==> config.mk <==
export PLATFORM = sky130hd
export DESIGN_NAME = gray_rx_monitor_flat
export DESIGN_NICKNAME = d
export VERILOG_FILES = /design/src/rtl/gray_rx_monitor_if.sv /design/src/rtl/gray_rx_monitor.sv /design/src/flat_wrapper.sv
export SDC_FILE = /design/constraint.sdc
export NUM_CORES = 1
export LEC_CHECK = 0
export BUFFER_PORTS_ARGS = -buffer_cell sky130_fd_sc_hd__buf_2
export CAP_MARGIN = 20
export CORE_ASPECT_RATIO = 1.2
export CORE_MARGIN = 2
export CORE_UTILIZATION = 50
export DETAILED_ROUTE_END_ITERATION = 10
export PLACE_DENSITY_LB_ADDON = 0.12
export SLEW_MARGIN = 20
export SYNTH_ARGS = -nofsm -noshare
export SYNTH_HDL_FRONTEND = slang
export SYNTH_SLANG_ARGS = --single-unit
==> constraint.sdc <==
create_clock -name clk -period 3.3 [get_ports clk]
set_input_delay 0.165 -clock clk [delete_from_list [all_inputs] [get_ports clk]]
set_output_delay 0.165 -clock clk [all_outputs]
set_load 0.005 [all_outputs]
==> src/rtl/gray_rx_monitor_if.sv <==
// Bus between the Gray encoder side and gray_rx_monitor: Gray code in, decoded
// position, step pulses and error status out.
`timescale 1ns/1ps
interface gray_rx_monitor_if #(
    parameter int W     = 4,
    parameter int CNT_W = 8
);
    logic [W-1:0]     g_in;
    logic             clr_err;
    logic [W-1:0]     bin_out;
    logic             chg;
    logic             dir;
    logic             step_err;
    logic             err_flag;
    logic [CNT_W-1:0] err_cnt;

    modport master (
        output g_in, clr_err,
        input  bin_out, chg, dir, step_err, err_flag, err_cnt
    );

    modport slave (
        input  g_in, clr_err,
        output bin_out, chg, dir, step_err, err_flag, err_cnt
    );
endinterface

==> src/rtl/gray_rx_monitor.sv <==
// Synchronizes an asynchronous Gray code, decodes it to binary, reports legal
// single-bit steps with direction and flags/counts illegal multi-bit jumps.
//
//   state    | meaning
//   ---------+-----------------------------------------------------------
//   ST_INIT  | flushing the synchronizer; loads first code without pulses
//   ST_TRACK | comparing each synchronized code against the last accepted
`timescale 1ns/1ps
module gray_rx_monitor #(
    parameter int W           = 4,
    parameter int SYNC_STAGES = 2,
    parameter int CNT_W       = 8
) (
    input  logic                clk,
    input  logic                rst_n,
    gray_rx_monitor_if.slave    bus
);

    localparam int IC_W = $clog2(SYNC_STAGES + 1);

    typedef enum logic {
        ST_INIT  = 1'b0,
        ST_TRACK = 1'b1
    } state_t;

    state_t           r_state;
    state_t           w_nxt_state;
    logic [IC_W-1:0]  r_init_cnt;
    logic [IC_W-1:0]  w_nxt_init_cnt;
    logic [W-1:0]     r_sync [SYNC_STAGES];
    logic [W-1:0]     r_last_gray;
    logic [W-1:0]     w_nxt_last_gray;
    logic [W-1:0]     r_bin;
    logic [W-1:0]     w_nxt_bin;
    logic             r_chg;
    logic             w_nxt_chg;
    logic             r_dir;
    logic             w_nxt_dir;
    logic             r_step_err;
    logic             w_nxt_step_err;
    logic             r_err_flag;
    logic [CNT_W-1:0] r_err_cnt;

    logic [W-1:0]     w_s_g;
    logic [W-1:0]     w_dec;
    logic [W-1:0]     w_diff;
    logic             w_one_bit;
    logic             w_multi_bit;

    // Plain flop chain: no logic between stages so each bit resolves cleanly.
    always_ff @(posedge clk or negedge rst_n) begin
        if (!rst_n) begin
            for (int i = 0; i < SYNC_STAGES; i++) r_sync[i] <= '0;
        end else begin
            r_sync[0] <= bus.g_in;
            for (int i = 1; i < SYNC_STAGES; i++) r_sync[i] <= r_sync[i-1];
        end
    end

    assign w_s_g = r_sync[SYNC_STAGES-1];

    always_comb begin
        logic w_par;
        w_par = 1'b0;
        w_dec = '0;
        for (int i = W - 1; i >= 0; i--) begin
            w_par    = w_par ^ w_s_g[i];
            w_dec[i] = w_par;
        end
    end

    assign w_diff      = w_s_g ^ r_last_gray;
    assign w_one_bit   = ($countones(w_diff) == 1);
    assign w_multi_bit = ($countones(w_diff) > 1);

    always_ff @(posedge clk or negedge rst_n) begin
        if (!rst_n) begin
            r_state     <= ST_INIT;
            r_init_cnt  <= '0;
            r_last_gray <= '0;
            r_bin       <= '0;
            r_chg       <= 1'b0;
            r_dir       <= 1'b0;
            r_step_err  <= 1'b0;
        end else begin
            r_state     <= w_nxt_state;
            r_init_cnt  <= w_nxt_init_cnt;
            r_last_gray <= w_nxt_last_gray;
            r_bin       <= w_nxt_bin;
            r_chg       <= w_nxt_chg;
            r_dir       <= w_nxt_dir;
            r_step_err  <= w_nxt_step_err;
        end
    end

    always_comb begin
        w_nxt_state     = r_state;
        w_nxt_init_cnt  = r_init_cnt;
        w_nxt_last_gray = r_last_gray;
        w_nxt_bin       = r_bin;
        w_nxt_chg       = 1'b0;
        w_nxt_dir       = r_dir;
        w_nxt_step_err  = 1'b0;
        case (r_state)
            ST_INIT: begin
                // Load only once s_g holds a code sampled after reset release.
                if (r_init_cnt == IC_W'(SYNC_STAGES)) begin
                    w_nxt_last_gray = w_s_g;
                    w_nxt_bin       = w_dec;
                    w_nxt_init_cnt  = '0;
                    w_nxt_state     = ST_TRACK;
                end else begin
                    w_nxt_init_cnt  = r_init_cnt + IC_W'(1);
                end
            end
            ST_TRACK: begin
                if (w_multi_bit) begin
                    w_nxt_step_err  = 1'b1;
                    w_nxt_last_gray = w_s_g;
                    w_nxt_bin       = w_dec;
                end else if (w_one_bit) begin
                    w_nxt_chg       = 1'b1;
                    w_nxt_last_gray = w_s_g;
                    w_nxt_bin       = w_dec;
                    w_nxt_dir       = (w_dec == (r_bin + W'(1)));
                end
            end
            default: w_nxt_state = ST_INIT;
        endcase
    end

    // A jump detected in the same cycle as clr_err takes priority over the clear.
    always_ff @(posedge clk or negedge rst_n) begin
        if (!rst_n) begin
            r_err_flag <= 1'b0;
            r_err_cnt  <= '0;
        end else if (w_nxt_step_err) begin
            r_err_flag <= 1'b1;
            if (bus.clr_err)
                r_err_cnt <= CNT_W'(1);
            else if (r_err_cnt != {CNT_W{1'b1}})
                r_err_cnt <= r_err_cnt + CNT_W'(1);
        end else if (bus.clr_err) begin
            r_err_flag <= 1'b0;
            r_err_cnt  <= '0;
        end
    end

    assign bus.bin_out  = r_bin;
    assign bus.chg      = r_chg;
    assign bus.dir      = r_dir;
    assign bus.step_err = r_step_err;
    assign bus.err_flag = r_err_flag;
    assign bus.err_cnt  = r_err_cnt;

endmodule

==> src/flat_wrapper.sv <==
// flat-port wrapper written by rule: the top's interface ports become plain ports
module gray_rx_monitor_flat 
#(
    parameter int W           = 4,
    parameter int SYNC_STAGES = 2,
    parameter int CNT_W       = 8
)
  (clk, rst_n, bus_g_in, bus_clr_err, bus_bin_out, bus_chg, bus_dir, bus_step_err, bus_err_flag, bus_err_cnt);
  gray_rx_monitor_if #(.W(W), .CNT_W(CNT_W)) bus_i ();
  input  logic clk;
  input  logic rst_n;
  input wire logic [$bits(bus_i.g_in)-1:0] bus_g_in;
  input wire logic [$bits(bus_i.clr_err)-1:0] bus_clr_err;
  output wire logic [$bits(bus_i.bin_out)-1:0] bus_bin_out;
  output wire logic [$bits(bus_i.chg)-1:0] bus_chg;
  output wire logic [$bits(bus_i.dir)-1:0] bus_dir;
  output wire logic [$bits(bus_i.step_err)-1:0] bus_step_err;
  output wire logic [$bits(bus_i.err_flag)-1:0] bus_err_flag;
  output wire logic [$bits(bus_i.err_cnt)-1:0] bus_err_cnt;
  assign bus_i.g_in = bus_g_in;
  assign bus_i.clr_err = bus_clr_err;
  assign bus_bin_out = bus_i.bin_out;
  assign bus_chg = bus_i.chg;
  assign bus_dir = bus_i.dir;
  assign bus_step_err = bus_i.step_err;
  assign bus_err_flag = bus_i.err_flag;
  assign bus_err_cnt = bus_i.err_cnt;
  gray_rx_monitor #(.W(W), .SYNC_STAGES(SYNC_STAGES), .CNT_W(CNT_W)) u_core (.clk(clk), .rst_n(rst_n), .bus(bus_i));
endmodule
==> results.yml <==
grt:
  via_count_of_the_first_global_routing_pass: 987
  grt.overflow.total: 0
  grt.total_usage_pct: 18.5
  largest_net_degree_at_the_start_of_global_routing: 31
  antenna_found_initial: 0
  wire_length_of_the_first_global_routing_pass_mm: 4.42
cells_and_area:
  layout.cell_area.non_filler_mm2: 0.00167
  area_delta_synth_final_pct: 18.6
  num-nets-final: 165
  drive_above_1_share_pct: 26.8
  final-instance-count-excl-fill: 187
  num_antenna_cells: 0
  ff_latch_area_um2: 751
  fin_util_pct: 61.2
  nFillCells: 236
  multi_input_logic_area_um2: 621
sta:
  relSlewSlack_pct: 56.7
  grt_setup_unrepaired: "no"
  final.setup.worst_slack_ns: 0.415
  maxClockFrequency_ghz: 0.347
  worst-slew-pin-transition_ns: 0.650
  fin_worst_hold_slack_ns: 0.107
  final_min_period_over_clock_period_pct: 87.4
  clock-skew-final_ns: 0.00839
  timing.final.crit_period_ns: 2.88
  final_max_slew_viol_count: 0
  final.setup.tns_ns: 0
  setup_viol: 0
  hold_violations: 0
worst_setup_path:
  critical_path.endpoint_type: "flop"
  slowest_stage_delay_on_critical_path_ns: 0.55
  crit_fanout: 10
  startpoint: "u_core.w_s_g[0]"
  cp_data_required_time_ns: 3.53
  crit_top_cell: "ha_1"
  element_type_at_the_critical_path_start: "flop"
  path_class: "flop to flop"
  slowest_stage: "or4b_1"
  cp_cell_sequence: "xor2_1 > ha_1 > ha_1 > fa_1 > or4b_1 > o21ai_2 > mux2_2"
  worst-endpoint-arrival_ns: 3.11
  worstRegToRegCells: 7
  r2r-start: "u_core.w_s_g[0]"
  ff2ff_setup_slack_ns: 0.42
  regToRegEndpoint: "u_core.r_last_gray[2]"
floorplan:
  floorplan.core_area_mm2: 0.00273
  dieArea_mm2: 0.00326
  die_width_um: 52.5
  num_io_pins: 23
  core.rowCount: 21
  die-height_um: 62.2
  initial_utilization_pct: 51.6
placement:
  place.detailed.instances: 174
  dpl.hpwl_mm: 1.65
  placedInstanceArea_mm2: 0.00154
  place_congestion: 0.744
  preCtsSetupSlack_ns: 0.413
  place.port_buffers: 22
cts:
  cts_num_sinks: 30
  clock_pin_slew_reported_for_the_worst_setup_and_hold_paths_after_clock_tree_synthesis_ns: 0.10
  tritoncts_clock_tree: "done"
  cts_inserted_buffers: 5
  clock_insertion_delay_worst_skew_ns: 0.33
  clockBufferDepth: 2
  cts_setup_buffers: 0
  htree_levels: 2
  cts_root_buf: "clkbuf_4"
min_path:
  holdCritStartpoint: "bus_clr_err"
  hold_path_end: "u_core.bus.err_cnt[3]"
  hold_depth: 2
  hold_path_class: "input pin to flop"
synth:
  postSynthAreaPerCell_um2: 11.6
  postSynthRegisterBits: 30
  yosys_most_used_dff: "dfrtp_1"
  syn-instance-count: 121
  synthDominantAreaCellType: "dfrtp_1"
  synth-edff-count: 0
  synthTopCellsByCount: "30 x dfrtp_1, 7 x nand2_1, 7 x nor2_1, 7 x o21ai_0, 7 x xor2_1"
  synth.cell_area_mm2: 0.00141
  synthArstFlopShare_pct: 100
  synth_seq_area_share_pct: 53.3
  synthTopCellsByArea: "dfrtp_1 53%, ha_1 4.4%, xor2_1 4.4%"
  mappedNetlistNets: 134
  ys_types: 38
  synth_most_common_cell: "dfrtp_1"
  netlist.area_leader.share_pct: 53.3
  synth.yosys.warnings: 0
pwr:
  post-layout-total-power_mw: 1.74
  power.density_mw_per_mm2: 1040
  max-vdd-ir-drop_mv: 0.584
  leakage_nw: 0.768
outcome:
  run_status: "complete, no violations"
route:
  via_per_inst: 5.30
  drc: 0
  detail_route.wirelength_mm: 2.42
  postRouteAntennaNets: 0
  wl_per_cell_um: 12.9
  detailedRoute.firstIterationViolations: 14
  dr_vias: 992
  drt_pre_antenna_iters: 4
flow_run:
  max_cap_viol_count: 0
[critical path: cells and delay by family, from the launching register on]
family,cells,cell delay [ns]
xor gates and xnor gates,1,0.18
muxes,1,0.38
adders and majority gates,3,1.02
DFF,1,0.45
and+or+nand+nor,1,0.55
AOI/OAI and AO/OA,1,0.19
[layout make-up]
class	count	area share (%)
clock buffer	5	2.25
clock inverter	3	2.69
inverter	4	0.898
multi-input combinational	84	37.1
sequential	30	44.9
tap	34	2.54
timing repair buffer	27	9.58
[worst max path at each step]
| stage | endpoint | slack (ns) | cells after the start |
|---|---|---|---|
| after detailed placement | u_core.r_last_gray[2] | 0.41 | 7 |
| after global routing | u_core.r_last_gray[2] | 0.30 | 7 |
| after CTS | u_core.r_last_gray[2] | 0.42 | 7 |
| after global placement | u_core.r_last_gray[2] | 0.50 | 7 |
| after floorplan | u_core.r_last_gray[0] | 0.56 | 7 |
| final | u_core.r_last_gray[2] | 0.42 | 7 |
[placed cells by master (no fill, tap or decap), types with 2 or more instances in the layout]
cell type / synthesis / final
nand2b_1: 3 / 3
o21ai_0: 7 / 7
nor2b_1: 3 / 3
dlygate4sd3_1: 0 / 5
nor3_1: 5 / 5
clkinvlp_4: 0 / 2
ha_1: 5 / 5
mux2i_1: 3 / 3
nand3_1: 5 / 5
nand2_1: 7 / 7
inv_1: 4 / 4
dfrtp_1: 30 / 30
nor2_1: 7 / 7
xor2_1: 7 / 7
buf_2: 0 / 22
clkbuf_4: 0 / 5
mux2_2: 4 / 4
xnor2_1: 3 / 3
a21oi_1: 4 / 4
o31ai_1: 2 / 2
[flip-flops by register name, summed over array words and instances, names as in the netlist]
signal               count
u_core.bus.err_flag      1
u_core.w_s_g             4
u_core.r_state           1
u_core.bus.bin_out       3
u_core.r_sync            4
u_core.r_init_cnt        2
u_core.bus.chg           1
u_core.bus.step_err      1
u_core.bus.dir           1
u_core.r_last_gray       4
u_core.bus.err_cnt       8
[kinds of logic after synthesis]
family / synth area share (%)
compound gates: 10.3
mux: 5.33
xor+xnor: 7.82
buf+inv: 2.66
simple gates: 14.7
flops: 53.3
fa+ha+maj: 5.86
[what timing repair did]
| item | 4_1_cts | 5_1_grt |
|---|---|---|
| setup endpoints to repair | 0 | 0 |
| hold endpoints to repair | 34 | 0 |
| gates resized for setup | 0 | 0 |
| hold buffers | 5 | 0 |
[power breakdown]
part | switching [mW] | internal [mW] | leakage, nW | total [mW]
clock | 0.137 | 0.159 | 0.0374 | 0.295
sequential | 0.0703 | 0.469 | 0.369 | 0.539
combinational | 0.470 | 0.432 | 0.361 | 0.902
total | 0.677 | 1.06 | 0.768 | 1.74
[per-layer routing]
| metal | track usage (%) | vias to the layer above | share of wire (%) |
|---|---|---|---|
| met4 | 8.65 | 0 | 2.1 |
| li1 | - | 485 | - |
| met3 | 5.77 | 7 | 4.6 |
| met5 | 0 | - | 0 |
| met1 | 23.5 | 478 | 45 |
| met2 | 28.4 | 22 | 48 |
(Power assumes the default switching activity.)
